--- src/rtl/input_conditioner.sv ---
// input_conditioner: synchronizes and debounces the Run/ClearA_LoadB buttons into levels and press pulses, and synchronizes SW into S
module input_conditioner #(
  parameter int DEBOUNCE_CYCLES = 16
) (
  input  logic       Clk,
  input  logic       Reset,
  input  logic       Run_n,
  input  logic       ClearA_LoadB_n,
  input  logic [7:0] SW,
  output logic       Run,
  output logic       ClearA_LoadB,
  output logic       Run_pulse,
  output logic       ClearA_LoadB_pulse,
  output logic [7:0] S
);
  localparam int CW = $clog2(DEBOUNCE_CYCLES);
  localparam logic [CW-1:0] LAST = CW'(DEBOUNCE_CYCLES - 1);
  logic [1:0] meta, sync_n, stable, pulse, primed;
  logic [7:0] sw_meta;
  // primed marks when the second button flop holds a value sampled after reset,
  // so a button held through reset is never mistaken for a release
  always_ff @(posedge Clk)
    if (Reset) begin
      meta    <= '1;
      sync_n  <= '1;
      primed  <= '0;
      sw_meta <= '0;
      S       <= '0;
    end else begin
      meta    <= {ClearA_LoadB_n, Run_n};
      sync_n  <= meta;
      primed  <= {primed[0], 1'b1};
      sw_meta <= SW;
      S       <= sw_meta;
    end
  for (genvar i = 0; i < 2; i++) begin : g_ch
    logic sync, stab, prev, armed, pls;
    logic [CW-1:0] cnt;
    assign sync = ~sync_n[i];
    always_ff @(posedge Clk)
      if (Reset) begin
        stab  <= 1'b0;
        prev  <= 1'b0;
        armed <= 1'b0;
        pls   <= 1'b0;
        cnt   <= '0;
      end else begin
        pls   <= stab & ~prev & armed;
        prev  <= stab;
        armed <= armed | (primed[1] & ~stab & ~sync);
        cnt   <= (sync == stab || cnt == LAST) ? '0 : cnt + CW'(1);
        if (sync != stab && cnt == LAST) stab <= sync;
      end
    assign stable[i] = stab;
    assign pulse[i]  = pls;
  end
  assign Run                = stable[0];
  assign ClearA_LoadB       = stable[1];
  assign Run_pulse          = pulse[0];
  assign ClearA_LoadB_pulse = pulse[1];
endmodule

--- config.mk ---
export PLATFORM = sky130hd
export DESIGN_NAME = input_conditioner
export DESIGN_NICKNAME = d
export VERILOG_FILES = /design/src/rtl/input_conditioner.sv
export SDC_FILE = /design/constraint.sdc
export NUM_CORES = 1
export LEC_CHECK = 0
export BUFFER_PORTS_ARGS = -buffer_cell sky130_fd_sc_hd__buf_2
export CAP_MARGIN = 25
export CORE_ASPECT_RATIO = 1.75
export CORE_MARGIN = 2
export CORE_UTILIZATION = 46
export DETAILED_ROUTE_END_ITERATION = 16
export GPL_TIMING_DRIVEN = 1
export HOLD_SLACK_MARGIN = 0.08
export PLACE_DENSITY = 0.8
export SYNTH_ARGS = -nofsm -noshare
export SYNTH_HDL_FRONTEND = slang
export SYNTH_SLANG_ARGS = --single-unit
--- constraint.sdc ---
create_clock -name Clk -period 1.2 [get_ports Clk]
set_input_delay 0.06 -clock Clk [delete_from_list [all_inputs] [get_ports Clk]]
set_output_delay 0.06 -clock Clk [all_outputs]
set_load 0.02 [all_outputs]
== Word-level counts from Yosys, hierarchy flattened ==
Cells that the tools add are included.
Storage, ports and cells
  output and inout port bits: 12
  register bits: 38
  word-level logic and storage cells: 47
  input port bits: 12
Cells by class
  bitwise logic cells: 16
  muxes and demuxes: 1
  $add $sub $neg: 2
  equality and inequality tests: 6
  reduce and logical (&&, ||, !) cells: 6
Operators with widths (count)
  4-bit by 1-bit adder with 4-bit output, second input constant: 2
  1-bit bitwise AND: 8
  4-bit equality test, second input constant: 2
  1-bit NOT: 6
  2-bit OR reduction: 2
  1-bit equality test: 2
  1-bit logical AND: 2
  1-bit logical OR: 2
  1-bit != test: 2
  1-bit bitwise OR: 2
  1-bit 2-to-1 mux: 1

== Depth between registers and ports, before layout ==
  word-level depth: 4
  gate-level depth with buffers: 4
  depth with buffers taken out: 4

== Least setup slack after synthesis ==
No wires, ideal clock.
  kind: register to register
  from: register g_ch[0].cnt[0]
  to: register g_ch[0].cnt[2]
  cell stages (with the launch flop): 5
  arrival: 1.155 ns
  data required time: 1.136 ns
  buffers on the path: 0
  path slack: -0.019 ns
  period minus slack after synthesis: 1.219 ns
  setup time: 0.064 ns
  path through: dfxtp_1 ha_1 and3_4 or3_4 nor2_1
On the way
  cells in the longest elaborated chain, start to end: 3
  elaborated cells between the ends (all ways): 4
  classes of those cells: 1 x add/sub; 1 x eq/ne; 2 x reduce/logical
Ends and longest elaborated chain
  start, declared: line 38  | logic [CW-1:0] cnt;
  start signal, assigned: line 51  | cnt <= (sync == stab || cnt == LAST) ? '0 : cnt + CW'(1);
  branches (longest 3 deep; another with 4-bit by 1-bit adder with 4-bit output)
Parallel ways; which one is timed is not known.
A chain may end at the register's enable or synchronous reset.

== Worst setup path in the final report ==
Ends and elaborated chain as after synthesis.

==> reports/metrics.csv <==
metric,value,unit
root_buffer,clkbuf_8,
rsz0062_at_grt,yes,
synth_simple_gate_area_share,22.3,%
min_period,1200,ps
area_delta_synth_final,38.5,%
leakage,0.000676,µW
viasPerCell,4.80,
drive_gt1_share,40.4,%
power.density,1430,mW/mm²
die_width,41.8,µm
hold_class,input pin to flop,
post_drt_wl_per_cell,12.1,µm
crit_type,flop to flop,
regToRegStartpoint,g_ch[0].cnt[0],
synth_area,0.00115,mm²
worst_setup_path_end_kind,flop,
first_global_vias,850,
synth_mux_area_share,0,%
cts_tree,done,
core,0.00243,mm²
max_cap_viol_count,0,
holdPathEnd,primed[0],
clock-sinks,38,
tightest_slew,335,ps
setup-violations-final,0,
fp.dieH,70.2,µm
synthDistinctLibCells,15,
max_freq,0.834,GHz
final_cell_mix,"34 x dfxtp_1, 23 x buf_2, 17 x nor2b_1",
yosys_warnings,0,
cts_buffers,5,
finalCritPeriodShare,99.9,%
h-tree-depth,2,
synth-xor-area-share,4.56,%
power,2290,µW
clkSlewWorstSetupHoldPaths,70,ps
top_level_ports,24,
dr.pass1.iters,2,
reg2regPathDepth,4,
peakVddDrop,1.11,mV
vias,825,
synth_compound_area_share,2.39,%
drc,0,
grt_max_degree,21,
drt_iter0_drc,11,
ant_nets,0,
synth_fa_ha_area_share,2.17,%
dp_hpwl,1.30,mm
min_delay_path_depth,2,
start_util,47.4,%
arrival,1430,ps
status,"finished, final reports clean",
wl,2.08,mm
min_from,Reset,
startpoint_type,flop,
portBuffers,23,
clock_path_buffers,2,
num_rows,24,
synth_nets,115,
finalHoldViolCount,0,
die-area,0.00294,mm²
synth_top_family_by_area,simple AND/OR/NAND/NOR gates,
slew-limit-headroom,77.6,%
critPathRequiredTime,1430,ps
synth_area_per_cell,11.4,µm²
synth_cells,101,
fin_worst_skew,7.94,ps
overflow,0,
final_common_cell,dfxtp_1,
utilization,65.6,%
routabilityCongestion,0.729,
antenna_found_initial,0,
insertion_delay,290,ps
maxSlewViolCount,0,
synth-seq-area-share,66.0,%
cp_max_fo,4,
finalNetCount,161,
grt_use_total,16.9,%
antenna_cells,0,
r2r_setup_slack,0.9,ps
r2r_end,g_ch[0].cnt[2],
grt_pass1_wl,3.61,mm
synth.ff_latch_count,38,
-- Yosys cell counts --
master / n / area (µm²)
or3_4: 2 / 22.5
a211oi_1: 2 / 15.0
ha_1: 2 / 25.0
dfxtp_1: 38 / 761
inv_1: 5 / 18.8
clkbuf_1: 3 / 11.3
nor2_1: 14 / 52.6
or2_2: 4 / 25.0
xnor2_1: 2 / 17.5
nor4b_1: 2 / 17.5
a31oi_1: 2 / 12.5
nand3_1: 2 / 10.0
nor2b_1: 17 / 106
xor2_1: 4 / 35.0
and3_4: 2 / 22.5
-- timing repair --
item                       4_1_cts  5_1_grt
setup buffers                    1        1
gates resized for setup          5       11
hold endpoints to repair        10        0
hold buffers                    10        0
gates cloned                     0        0
setup endpoints to repair        8        9
pin swaps                        4        2
-- area by class of cell --
type	instances	area [µm²]
inverter	5	18.8
multi-input combinational	55	414
sequential	38	766
clock buffer	6	82.6
fill	190	836
tap	26	32.5
timing repair buffer	42	283
-- worst max path at each step --
| stage | start | to | cells past startpoint |
|---|---|---|---|
| 2_1_floorplan | g_ch[1].cnt[0] | g_ch[1].cnt[2] | 4 |
| 3_3_place_gp | g_ch[0].cnt[0] | g_ch[0].cnt[2] | 4 |
| 3_5_place_dp | g_ch[0].cnt[0] | g_ch[0].cnt[0] | 4 |
| 4_1_cts | g_ch[1].cnt[0] | g_ch[1].cnt[2] | 4 |
| 5_1_grt | g_ch[0].cnt[0] | g_ch[0].cnt[2] | 4 |
| 6_report | g_ch[0].cnt[0] | g_ch[0].cnt[2] | 4 |
-- per-layer routing --
metal | GRT usage [%] | routed length, µm
met2 | 30.4 | 1220
met4 | 10.8 | 66
met3 | 6.46 | 112
met1 | 14.9 | 689
met5 | 0 | 0
-- registers in the layout, summed over array words and instances (netlist names) --
| name | count |
|---|---|
| g_ch.cnt | 8 |
| Run_pulse | 1 |
| sw_meta | 8 |
| ClearA_LoadB | 1 |
| S | 8 |
| g_ch.armed | 2 |
| meta | 2 |
| g_ch.prev | 2 |
| ClearA_LoadB_pulse | 1 |
| sync_n | 2 |
| Run | 1 |
| primed | 2 |
-- critical path, stage by stage, from the launching register on --
cell and delay, ps:
dfxtp_2 330, ha_4 150, and3_4 170, or3_4 370, nor2_2 110
-- stage by stage --
stage / hold WS [ps] / instances / TNS (ps) / cell area, µm² / setup slack, ps
6_report: 98.2 / 172 / 0 / 1600 / 0.851
5_1_grt: 119 / 172 / -103 / 1600 / -30.9
4_1_cts: 89.1 / 171 / 0 / 1560 / 0.422
3_5_place_dp: 247 / 154 / -232 / 1340 / -57.9
3_3_place_gp: 244 / 154 / 0 / 1340 / 17.9
2_1_floorplan: 164 / 101 / 0 / 1150 / 10.5
-- where the power goes --
part	switching [µW]	internal (µW)
Combinational	58.9	75.5
Clock	392	442
Sequential	14.1	1300
-- kinds of logic (layout without fill, tap and decap cells) --
logic type               after synthesis  after routing
AND/OR/NAND/NOR                       43             43
flip-flops                            38             38
buffers and inverters                  8             53
XOR/XNOR                               6              6
AO/OA/AOI/OAI                          4              4
adder cells (fa/ha/maj)                2              2
Power figures use the tool's default switching activity.
